File: config.mk
export PLATFORM = sky130hd
export DESIGN_NAME = sec_alert_monitor
export DESIGN_NICKNAME = d
export VERILOG_FILES = /design/src/rtl/sec_monitor_pkg.sv /design/src/rtl/sec_log_fifo.sv /design/src/rtl/sec_alert_monitor.sv
export SDC_FILE = /design/constraint.sdc
export NUM_CORES = 1
export LEC_CHECK = 0
export ABC_AREA = 1
export BUFFER_PORTS_ARGS = -buffer_cell sky130_fd_sc_hd__buf_2
export CAP_MARGIN = 15
export CORE_MARGIN = 4
export CORE_UTILIZATION = 54
export DETAILED_ROUTE_END_ITERATION = 7
export PLACE_DENSITY = 0.87
export REMOVE_ABC_BUFFERS = 1
export SLEW_MARGIN = 30
export SYNTH_ARGS = -nofsm -noshare
export SYNTH_HDL_FRONTEND = slang
export SYNTH_HIERARCHICAL = 1
export SYNTH_SLANG_ARGS = --single-unit
File: constraint.sdc
create_clock -name clock -period 3.3 [get_ports clock]
set_input_delay 0 -clock clock [delete_from_list [all_inputs] [get_ports clock]]
set_output_delay 0 -clock clock [all_outputs]
set_load 0.05 [all_outputs]
File: src/rtl/sec_monitor_pkg.sv
// Shared types and helpers for the tainted-control-flow alert monitor.
// Provides mode encodings, the log entry layout and a saturating add.
package sec_monitor_pkg;

   typedef enum logic [1:0] {
      SEC_MODE_OFF     = 2'd0,
      SEC_MODE_LOG     = 2'd1,
      SEC_MODE_ENFORCE = 2'd2,
      SEC_MODE_ENF_ALT = 2'd3
   } sec_mode_e;

   // Entry fields are sized for the largest supported configuration;
   // the top zero-extends into them and slices back out on read.
   localparam int SEC_UNIT_W = 3;
   localparam int SEC_ROB_W  = 16;
   localparam int SEC_YROT_W = 16;

   typedef struct packed {
      logic [SEC_UNIT_W-1:0] unit;
      logic [SEC_ROB_W-1:0]  rob_idx;
      logic [SEC_YROT_W-1:0] yrot;
      logic                  multi;
   } sec_log_entry_t;

   function automatic logic [31:0] sec_sat_add(
      input logic [31:0] a,
      input logic [31:0] b,
      input logic [31:0] max
   );
      logic [32:0] s;
      s = {1'b0, a} + {1'b0, b};
      if (s > {1'b0, max}) return max;
      return s[31:0];
   endfunction

endpackage

File: src/rtl/sec_log_fifo.sv
// Synchronous FIFO for violation log entries with clear.
// Ports: clock, reset (sync, active-low), clear, push, pop, wr_data,
//        rd_data (zero when empty), full, empty.
module sec_log_fifo
   import sec_monitor_pkg::*;
#(
   parameter int DEPTH = 4,
   parameter int W     = 8
) (
   input  logic         clock,
   input  logic         reset,
   input  logic         clear,
   input  logic         push,
   input  logic         pop,
   input  logic [W-1:0] wr_data,
   output logic [W-1:0] rd_data,
   output logic         full,
   output logic         empty
);

   localparam int AW = $clog2(DEPTH);
   localparam logic [AW:0] ONE = {{AW{1'b0}}, 1'b1};

   logic [AW:0]  r_wr;
   logic [AW:0]  r_rd;
   logic [W-1:0] r_mem [DEPTH];
   logic         w_pop;
   logic         w_push;

   // Extra pointer MSB separates full from empty at equal addresses.
   assign empty = (r_wr == r_rd);
   assign full  = (r_wr[AW] != r_rd[AW]) &&
                  (r_wr[AW-1:0] == r_rd[AW-1:0]);

   // A pop frees the slot a same-cycle push needs when full.
   assign w_pop  = pop & ~empty;
   assign w_push = push & (~full | w_pop);

   assign rd_data = empty ? '0 : r_mem[r_rd[AW-1:0]];

   always_ff @(posedge clock) begin
      if (!reset) begin
         r_wr <= '0;
         r_rd <= '0;
      end else if (clear) begin
         r_wr <= '0;
         r_rd <= '0;
      end else begin
         if (w_push) r_wr <= r_wr + ONE;
         if (w_pop)  r_rd <= r_rd + ONE;
      end
   end

   always_ff @(posedge clock) begin
      if (w_push) r_mem[r_wr[AW-1:0]] <= wr_data;
   end

endmodule

File: src/rtl/sec_alert_monitor.sv
// Tainted branch/JAL/JALR monitor: per-unit abort alerts, violation log
// FIFO and saturating violation/drop counters.
// Ports: clock, reset, mode, kill, unit_* request buses (in);
//        alert_*/abort_* (out); log_* handshake + log_clear; viol/drop cnt.
module sec_alert_monitor
   import sec_monitor_pkg::*;
#(
   parameter int NUM_UNITS = 2,
   parameter int ROB_IDX_W = 6,
   parameter int YROT_W    = 6,
   parameter int LOG_DEPTH = 4,
   parameter int CNT_W     = 16,
   localparam int UW = (NUM_UNITS > 1) ? $clog2(NUM_UNITS) : 1
) (
   input  logic                          clock,
   input  logic                          reset,
   input  logic [1:0]                    mode,
   input  logic                          kill,
   input  logic [NUM_UNITS-1:0]          unit_valid,
   input  logic [NUM_UNITS-1:0]          unit_taint,
   input  logic [NUM_UNITS-1:0]          unit_is_br,
   input  logic [NUM_UNITS-1:0]          unit_is_jal,
   input  logic [NUM_UNITS-1:0]          unit_is_jalr,
   input  logic [NUM_UNITS*ROB_IDX_W-1:0] unit_rob_idx,
   input  logic [NUM_UNITS*YROT_W-1:0]   unit_yrot,
   output logic                          alert_valid,
   output logic [NUM_UNITS-1:0]          alert_mask,
   output logic [NUM_UNITS*ROB_IDX_W-1:0] abort_rob_idx,
   output logic [NUM_UNITS*YROT_W-1:0]   abort_yrot,
   output logic                          log_valid,
   input  logic                          log_ready,
   output logic [UW-1:0]                 log_unit,
   output logic [ROB_IDX_W-1:0]          log_rob_idx,
   output logic [YROT_W-1:0]             log_yrot,
   output logic                          log_multi,
   input  logic                          log_clear,
   output logic [CNT_W-1:0]              viol_cnt,
   output logic [CNT_W-1:0]              drop_cnt
);

   localparam logic [31:0] CNT_MAX = 32'((64'd1 << CNT_W) - 64'd1);

   logic [NUM_UNITS-1:0]           w_hit;
   logic                           w_any;
   logic                           w_enf;
   logic [3:0]                     w_cnt;
   logic [3:0]                     w_drop_inc;
   logic                           w_full;
   logic                           w_empty;
   logic                           w_push_ok;
   sec_log_entry_t                 w_entry;
   sec_log_entry_t                 w_head;

   logic                           r_alert;
   logic [NUM_UNITS-1:0]           r_mask;
   logic [NUM_UNITS*ROB_IDX_W-1:0] r_rob;
   logic [NUM_UNITS*YROT_W-1:0]    r_yrot;
   logic [CNT_W-1:0]               r_viol;
   logic [CNT_W-1:0]               r_drop;

   assign w_enf = mode[1];
   assign w_hit = unit_valid & unit_taint &
                  (unit_is_br | unit_is_jal | unit_is_jalr) &
                  {NUM_UNITS{~kill & (mode != SEC_MODE_OFF)}};
   assign w_any = |w_hit;

   // Descending scan leaves the lowest hitting unit in the entry.
   always_comb begin
      w_entry = '0;
      w_cnt   = '0;
      for (int i = NUM_UNITS - 1; i >= 0; i--) begin
         if (w_hit[i]) begin
            w_entry.unit = SEC_UNIT_W'(i);
            w_entry.rob_idx = '0;
            w_entry.rob_idx[ROB_IDX_W-1:0] =
               unit_rob_idx[i*ROB_IDX_W +: ROB_IDX_W];
            w_entry.yrot = '0;
            w_entry.yrot[YROT_W-1:0] = unit_yrot[i*YROT_W +: YROT_W];
         end
      end
      for (int i = 0; i < NUM_UNITS; i++)
         w_cnt = w_cnt + {3'b000, w_hit[i]};
      w_entry.multi = (w_cnt > 4'd1);
   end

   assign w_push_ok  = w_any & (~w_full | (log_ready & ~w_empty));
   assign w_drop_inc = !w_any   ? 4'd0 :
                       w_push_ok ? w_cnt - 4'd1 : w_cnt;

   sec_log_fifo #(
      .DEPTH (LOG_DEPTH),
      .W     ($bits(sec_log_entry_t))
   ) u_fifo (
      .clock   (clock),
      .reset   (reset),
      .clear   (log_clear),
      .push    (w_any),
      .pop     (log_ready),
      .wr_data (w_entry),
      .rd_data (w_head),
      .full    (w_full),
      .empty   (w_empty)
   );

   always_ff @(posedge clock) begin
      if (!reset) begin
         r_alert <= 1'b0;
         r_mask  <= '0;
         r_rob   <= '0;
         r_yrot  <= '0;
      end else begin
         r_alert <= w_any & w_enf;
         r_mask  <= w_hit & {NUM_UNITS{w_enf}};
         for (int i = 0; i < NUM_UNITS; i++) begin
            r_rob[i*ROB_IDX_W +: ROB_IDX_W] <= (w_hit[i] & w_enf) ?
               unit_rob_idx[i*ROB_IDX_W +: ROB_IDX_W] : '0;
            r_yrot[i*YROT_W +: YROT_W] <= (w_hit[i] & w_enf) ?
               unit_yrot[i*YROT_W +: YROT_W] : '0;
         end
      end
   end

   always_ff @(posedge clock) begin
      if (!reset || log_clear) begin
         r_viol <= '0;
         r_drop <= '0;
      end else begin
         r_viol <= CNT_W'(sec_sat_add(32'(r_viol), 32'(w_cnt), CNT_MAX));
         r_drop <= CNT_W'(sec_sat_add(32'(r_drop), 32'(w_drop_inc),
                                      CNT_MAX));
      end
   end

   assign alert_valid   = r_alert;
   assign alert_mask    = r_mask;
   assign abort_rob_idx = r_rob;
   assign abort_yrot    = r_yrot;
   assign log_valid     = ~w_empty;
   assign log_unit      = w_head.unit[UW-1:0];
   assign log_rob_idx   = w_head.rob_idx[ROB_IDX_W-1:0];
   assign log_yrot      = w_head.yrot[YROT_W-1:0];
   assign log_multi     = w_head.multi;
   assign viol_cnt      = r_viol;
   assign drop_cnt      = r_drop;

endmodule

==> flow_summary.json, run 1 <==
{
  "fillers": 696,
  "grt_pass1_vias": 5059,
  "clock_sinks": 123,
  "die_area_um2": 12300,
  "internal_power_uw": 2880,
  "powerDensity_nw_per_um2": 531,
  "start_util_pct": 55.4,
  "htreeDepth": 4,
  "antenna_left": 0,
  "grt_max_degree": 30,
  "cp.required_ps": 3730,
  "cp_slowest_stage_delay_ps": 450,
  "period_needed_ps": 3010,
  "die_h_um": 111,
  "hp-class": "primary input to flop",
  "pwr-share-clk_pct": 49.7,
  "die_x_um": 111,
  "ys_warn_count": 6,
  "setup-violations-final": 0,
  "cts_inserted_buffers": 17,
  "firstDrtPassIters": 8,
  "vias": 4956,
  "cts_tree": "done",
  "synth_cells": 618,
  "fmax_mhz": 332,
  "tightest_slew_ps": 734,
  "cp-end-kind": "flop",
  "drv_cap": 0,
  "p_seq_share_pct": 42.3,
  "outcome": "complete, no violations",
  "slew_headroom_pct": 50.9,
  "final_nets": 815,
  "drc": 0,
  "crit_chain": "nand2_1 > nand2_1 > nand2_1 > nor2_1 > nand2_1 > o21ai_0 > a21oi_1 > ha_1 > fa_1 > inv_1 > nor2_2 > nor2_2 > nor2_4 > nand3_2 > nand3_1 > nand2_1 > inv_1",
  "leakage_uw": 0.00318,
  "swShare_pct": 25.1,
  "antenna_found_initial": 3,
  "critPathSlowestCell": "dfxtp_1",
  "peakVddDrop_mv": 0.360,
  "drv_slew": 0,
  "p_switching_uw": 962,
  "place_area_um2": 6310,
  "path_max_fanout": 11,
  "finalHoldViolCount": 0,
  "viasPerCell": 5.45,
  "port-buffer-count": 114,
  "holdWs_ps": 187,
  "comb_power_share_pct": 8.0,
  "clock_skew_ps": 8.68,
  "worstSetupPathType": "flop to flop",
  "crit_family": "simple AND/OR/NAND/NOR gates",
  "fin_area_um2": 7230,
  "routed_wl_mm": 15.7,
  "gr-total-overflow": 0,
  "arrival_ps": 3440,
  "grt_util_all_layers_pct": 25.6,
  "core_um2": 10300,
  "dp_cells": 843,
  "tns_ps": 0,
  "grt_pass1_wl_mm": 25.2,
  "dpl.hpwl_mm": 9.12,
  "layout-drive-gt1-share_pct": 28.2,
  "gp_congestion": 0.858,
  "cts_resized": 0,
  "rsz0062_at_grt": "no",
  "clockBufferDepth": 2,
  "finalNonFillerCells": 909,
  "critPathBufInv": 2,
  "area_growth_pct": 26.9,
  "avgRoutedWirePerCell_um": 17.3,
  "postSynthAreaPerCell_um2": 9.22,
  "clk-insertion-delay-late_ps": 530,
  "period_share_pct": 91.4,
  "cp-start-kind": "flop",
  "ios": 115,
  "crit_top_cell": "nand2_1",
  "drt_iter0_drc": 467,
  "clkTransAtPathRegs_ps": 60,
  "synth_area_um2": 5700,
  "root_buffer": "clkbuf_8",
  "fp-row-count": 37
}
timing repair:
item                                   CTS  global route
endpoints found under the hold margin   80             0
hold buffers                            31             0
setup buffers                            0             0
cells in the final DEF, fill, tap and decap left out, types with 19 or more instances in the layout:
master and instances:
a21oi_2 19, buf_2 114, dfxtp_1 66, dlygate4sd3_1 31, edfxtp_1 56, inv_1 64
nand2_1 119, nand3_1 21, nor2_1 62, o21ai_0 21
worst paths after layout:
path / startpoint / end / slack [ps] / cells after the start
worst min register to register: drop_cnt[14] / drop_cnt[14] / 520 / 2
worst max register to register: u_fifo/r_wr[1] / drop_cnt[11] / 290 / 17
worst max-delay path: u_fifo/r_wr[1] / drop_cnt[11] / 290 / 17
worst min-delay path: kill / alert_mask[0] / 190 / 5
flip-flops by register name (all words and copies together), names as in the netlist, 2 cells and up, named ones only:
signal,cells
u_fifo/r_mem,56
drop_cnt,16
viol_cnt,16
abort_rob_idx,12
abort_yrot,12
u_fifo/r_rd,3
u_fifo/r_wr,3
alert_mask,2
power groups by stage:
stage | clock network, uW | logic (uW) | registers, uW
floorplan | 0 | 158 | 1670
global placement | 0 | 258 | 1650
detailed placement | 0 | 265 | 1650
CTS | 1890 | 297 | 1620
global route | 1980 | 330 | 1620
finish | 1910 | 308 | 1620
stage by stage:
step                util [%]  worst slack [ps]  total power, uW
finish                  70.4               285             3840
global route            70.4               121             3930
CTS                     70.3               427             3810
detailed placement      61.4               357             1920
global placement        61.4               437             1910
floorplan                  -               285             1830
layout make-up:
| cell class | instances | area [um^2] | share of cell area [%] |
|---|---|---|---|
| multi-input combinational | 385 | 2200 | 30.4 |
| clock buffer | 17 | 414 | 5.73 |
| sequential | 123 | 3020 | 41.8 |
| inverter | 78 | 293 | 4.05 |
| antenna | 3 | 7.51 | 0.104 |
| clock inverter | 15 | 188 | 2.60 |
| tap | 136 | 170 | 2.35 |
| timing repair buffer | 152 | 933 | 12.9 |
worst register-to-register path: cells and delay by family, from the launching register on:
| family | cells | cell delay (ps) |
|---|---|---|
| AOI/OAI and AO/OA | 2 | 260 |
| adders and majority gates | 2 | 640 |
| buffers and inverters | 2 | 130 |
| DFF | 1 | 450 |
| and+or+nand+nor | 11 | 1450 |
per-layer routing:
layer	wire length (um)	up-vias	global-route usage, %
met2	7730	298	43.6
met1	5810	2283	28.7
met4	935	0	16.3
li1	-	2285	-
met5	0	-	0
met3	1220	90	6.11
(Power assumes the default switching activity.)
==> inputs of run 2 (changes only) <==
--- a/config.mk
+++ b/config.mk
@@ -6,7 +6,7 @@
 export NUM_CORES = 1
 export LEC_CHECK = 0
 export ABC_AREA = 1
-export BUFFER_PORTS_ARGS = -buffer_cell sky130_fd_sc_hd__buf_2
+export BUFFER_PORTS_ARGS = -buffer_cell sky130_fd_sc_hd__buf_4
 export CAP_MARGIN = 15
 export CORE_MARGIN = 4
 export CORE_UTILIZATION = 54
==> run 2 against run 1 <==
Clock skew is 11 ps higher. Sequential cell count did not move. Core utilization rose by 2.5 points. Critical path type unchanged. Wire length rose by 2.8%. Via count rose by 0.91%. Register-to-register slack is essentially flat. Non-clock buffer count did not move. Clock power down 5%.
==> flow_summary.json, run 2 (synthesis gave the netlist of run 1 again) <==
{
  "outcome": "complete, no violations",
  "clkTransAtPathRegs_ps": 60,
  "cts_setup_buffers": 0,
  "cts_inserted_buffers": 17,
  "cts_tree": "done",
  "cp-start-kind": "flop",
  "fin_util_pct": 72.9,
  "diodes": 0,
  "layout-drive-gt1-share_pct": 27.8,
  "grt_pass1_vias": 5245,
  "clock_skew_ps": 19.9,
  "crit_chain": "xnor2_2 > nand2_1 > nor2_1 > nand2_1 > o21ai_0 > a21oi_1 > ha_1 > fa_1 > inv_1 > nor2_2 > nor2_2 > nor2_4 > nand3_4 > nand3_1 > nand2_1 > inv_1",
  "ios": 115,
  "critPathSlowestCell": "dfxtp_1",
  "fp-row-count": 37,
  "grt_max_degree": 29,
  "htreeDepth": 4,
  "clock_sinks": 123,
  "vias": 5001,
  "die_h_um": 111,
  "finalHoldViolCount": 0,
  "drv_slew": 0,
  "reg2reg_slack_ps": 280,
  "leakage_uw": 0.00319,
  "fillers": 677,
  "tightest_slew_ps": 913,
  "path_max_fanout": 11,
  "rsz0062_at_grt": "no",
  "peakVddDrop_mv": 0.347,
  "core_um2": 10300,
  "setup-violations-final": 0,
  "final_cell_mix": "buf_4 (121), nand2_1 (119), dfxtp_1 (67)",
  "period_share_pct": 91.5,
  "root_buffer": "clkbuf_8",
  "grt_util_all_layers_pct": 26.7,
  "die_area_um2": 12300,
  "final_nets": 815,
  "clk-insertion-delay-late_ps": 530,
  "period_needed_ps": 3020,
  "start_util_pct": 55.4,
  "gp_congestion": 0.902,
  "firstDrtPassIters": 6,
  "cp.required_ps": 3730,
  "fmax_mhz": 331,
  "drt_iter0_drc": 442,
  "drc": 0,
  "die_x_um": 111,
  "hp-class": "primary input to flop",
  "antenna_left": 0,
  "crit_top_cell": "nand2_1",
  "cp_slowest_stage_delay_ps": 520,
  "tns_ps": 0,
  "avgRoutedWirePerCell_um": 17.8,
  "powerDensity_nw_per_um2": 503,
  "dpl.hpwl_mm": 9.57,
  "gr-total-overflow": 0,
  "clockBufferDepth": 2,
  "holdWs_ps": 218,
  "arrival_ps": 3450,
  "routed_wl_mm": 16.1,
  "area_growth_pct": 31.5,
  "slew_headroom_pct": 39.0,
  "port-buffer-count": 114,
  "mostFrequentLayoutCell": "buf_4",
  "worstSetupPathType": "flop to flop",
  "antenna_found_initial": 0,
  "drv_cap": 0,
  "grt_pass1_wl_mm": 25.9,
  "cp-end-kind": "flop",
  "viasPerCell": 5.52,
  "largest_reg_flops": 56
}
==> run 2: per-layer routing <==
metal	share of wire, %	track usage (%)
met5	0	0
met4	5.0	18.0
met3	7.6	7.70
met1	37	28.4
met2	51	45.8
==> run 2: layout make-up <==
type | count | area, um^2 | area share (%)
Inverter | 78 | 293 | 3.91
Tap cell | 136 | 170 | 2.27
Multi-Input combinational cell | 385 | 2210 | 29.5
Sequential cell | 123 | 3020 | 40.4
Clock inverter | 13 | 144 | 1.92
Clock buffer | 19 | 432 | 5.76
Timing Repair Buffer | 152 | 1220 | 16.3
==> run 2: timing repair <==
action                                  CTS  global route
hold endpoints to repair                 88             0
endpoints found under the setup margin    0             1
hold buffers                             31             0
resized for setup                         0             1
==> run 2: worst paths after layout <==
kind	start	to	cells after the start
setup reg to reg	u_fifo/r_wr[0]	drop_cnt[11]	16
setup / recovery	u_fifo/r_wr[0]	drop_cnt[11]	16
hold reg to reg	drop_cnt[14]	drop_cnt[14]	2
hold / removal	kill	alert_mask[0]	5
==> run 2: worst max-delay path: cells and delay by family, from the launching register on <==
kind / cells / cell delay, ps
DFF: 1 / 520
buffers and inverters: 2 / 170
AOI/OAI and AO/OA: 2 / 230
xor gates and xnor gates: 1 / 180
adders and majority gates: 2 / 680
and+or+nand+nor: 9 / 1140
==> run 2: stage by stage <==
| stage | instance area [um^2] | setup slack (ps) | power (uW) | instances |
|---|---|---|---|---|
| finish | 7490 | 280 | 3770 | 906 |
| global route | 7490 | 125 | 3870 | 906 |
| CTS | 7480 | 378 | 3740 | 906 |
| global placement | 6600 | 429 | 1940 | 843 |
| detailed placement | 6600 | 294 | 1950 | 843 |
| floorplan | 5520 | 285 | 1830 | 586 |
==> run 2: power breakdown <==
group / total (uW) / internal, uW / switching (uW)
sequential: 1620 / 1610 / 13.8
combinational: 334 / 123 / 211
clock: 1810 / 1100 / 714
==> inputs of run 3 (changes only) <==
--- a/config.mk
+++ b/config.mk
@@ -11,9 +11,9 @@
 export CORE_MARGIN = 4
 export CORE_UTILIZATION = 54
 export DETAILED_ROUTE_END_ITERATION = 7
+export GPL_TIMING_DRIVEN = 0
 export PLACE_DENSITY = 0.87
 export REMOVE_ABC_BUFFERS = 1
-export SLEW_MARGIN = 30
 export SYNTH_ARGS = -nofsm -noshare
 export SYNTH_HDL_FRONTEND = slang
 export SYNTH_HIERARCHICAL = 1
==> run 3 against run 2 <==
Sequential cell count did not move. Sequential power barely moved. Worst setup slack got worse by 110 ps. Core utilization fell by 0.32 points. Combinational power barely moved. Clock power fell by 11%. Global-route usage fell by 1.0 points. Total power fell by 5.3%. Register-to-register slack got worse by 110 ps. Clock-buffer cell count fell by 1. Sequential share of layout area rose by 0.18 points. Cell area fell by 0.43%. Critical path type unchanged. Highest routed layer unchanged.
==> flow_summary.json, run 3 (synthesis gave the netlist of run 1 again) <==
{
  "ios": 115,
  "cts_inserted_buffers": 17,
  "mostFrequentLayoutCell": "nand2_1",
  "cts_setup_buffers": 0,
  "die_h_um": 111,
  "root_buffer": "clkbuf_8",
  "drc": 0,
  "tns_ps": 0,
  "finalHoldViolCount": 0,
  "fin_util_pct": 72.6,
  "dp_cells": 839,
  "hp-class": "primary input to flop",
  "cp_slowest_stage_delay_ps": 500,
  "antenna_found_initial": 0,
  "path_max_fanout": 19,
  "cts_tree": "done",
  "avgRoutedWirePerCell_um": 17.6,
  "routed_wl_mm": 15.9,
  "outcome": "complete, no violations",
  "final_cell_mix": "nand2_1 (119), buf_4 (114), dfxtp_1 (67)",
  "grt_max_degree": 30,
  "cp-end-kind": "flop",
  "fp-row-count": 37,
  "drt_iter0_drc": 384,
  "cp-start-kind": "flop",
  "clk-insertion-delay-late_ps": 520,
  "area_growth_pct": 30.9,
  "rsz0062_at_grt": "no",
  "start_util_pct": 55.4,
  "die_area_um2": 12300,
  "slew_headroom_pct": 37.7,
  "arrival_ps": 3550,
  "grt_util_all_layers_pct": 25.7,
  "pre_cts_slack_ps": 48.6,
  "port-buffer-count": 114,
  "core_um2": 10300,
  "layout-drive-gt1-share_pct": 27.8,
  "htreeDepth": 4,
  "period_needed_ps": 3130,
  "largest_reg_flops": 56,
  "fmax_mhz": 320,
  "cp.required_ps": 3720,
  "viasPerCell": 5.47,
  "firstDrtPassIters": 6,
  "fillers": 682,
  "finalNonFillerCells": 903,
  "clockBufferDepth": 2,
  "gp_congestion": 0.837,
  "gr-total-overflow": 0,
  "drv_slew": 0,
  "worst_slack_ps": 172,
  "grt_pass1_vias": 5097,
  "setup-violations-final": 0,
  "leakage_uw": 0.00315,
  "powerDensity_nw_per_um2": 479,
  "clock_sinks": 123,
  "vias": 4943,
  "grt_pass1_wl_mm": 25.2,
  "worstSetupPathType": "flop to flop",
  "diodes": 0,
  "peakVddDrop_mv": 0.407,
  "critPathSlowestCell": "dfxtp_1",
  "clock_skew_ps": 14.1,
  "clkTransAtPathRegs_ps": 60,
  "period_share_pct": 94.8,
  "drv_cap": 0,
  "antenna_left": 0,
  "tightest_slew_ps": 933,
  "dpl.hpwl_mm": 9.46,
  "crit_chain": "xnor2_2 > nand3_4 > inv_2 > inv_1 > nand2_1 > nand2_1 > o21ai_0 > a21oi_1 > ha_1 > fa_1 > inv_1 > nor2_2 > nor2_2 > nor2_4 > nand3_4 > nand3_1 > nand2_1 > inv_1",
  "final_nets": 812,
  "die_x_um": 111
}
## run 3: changes by cell type in the layout (fill, tap and decap cells not counted), moves of 2 or more
cell	before	now
buf_4	121	114
bufinv_16	2	0
clkinv_2	1	4
clkinv_4	5	2
buf_6	0	3
inv_6	1	3
## run 3: layout make-up
class,count,area [um^2],area share [%]
clock buffers,18,418,5.60
repair buffers,149,1230,16.5
well taps,136,170,2.28
multi-input cells,385,2230,29.9
inverters,78,293,3.93
clock inverters,14,97.6,1.31
flip-flops and latches,123,3020,40.5
## run 3: what timing repair did
item,CTS,global route
hold endpoints to repair,88,0
hold buffers,31,0
setup endpoints to repair,0,15
gates resized for setup,0,3
## run 3: worst max-delay path, delay by kind of cell (launching register included)
kind,cells,cell delay [ps]
fa+ha+maj,2,660
xor+xnor,1,200
compound gates,2,250
buf+inv,4,280
flops,1,500
simple gates,9,1150
## run 3: per-layer routing
layer | up-vias | global-route usage, % | wire length, um
met1 | 2365 | 28.3 | 5840
li1 | 2284 | - | -
met2 | 243 | 44.9 | 8420
met5 | - | 0 | 0
met3 | 51 | 6.17 | 1030
met4 | 0 | 14.9 | 612
## run 3: where the power goes
group	internal (uW)	switching, uW
clock	920	694
sequential	1610	12.8
combinational	123	210
## run 3: path summary, 6_finish.rpt
path / startpoint / end / slack [ps] / depth (start not counted)
setup / recovery: u_fifo/r_wr[0] / drop_cnt[11] / 170 / 18
hold / removal: unit_valid[1] / alert_valid / 220 / 5
setup reg to reg: u_fifo/r_wr[0] / drop_cnt[11] / 170 / 18
hold reg to reg: drop_cnt[14] / drop_cnt[14] / 540 / 2
## run 3: per-stage QoR
step,hold WS [ps],instance area (um^2),total power [uW]
6_report,216,7460,3570
5_1_grt,216,7460,3680
4_1_cts,169,7410,3560
3_5_place_dp,239,6580,1940
3_3_place_gp,237,6540,1930
2_1_floorplan,123,5520,1830
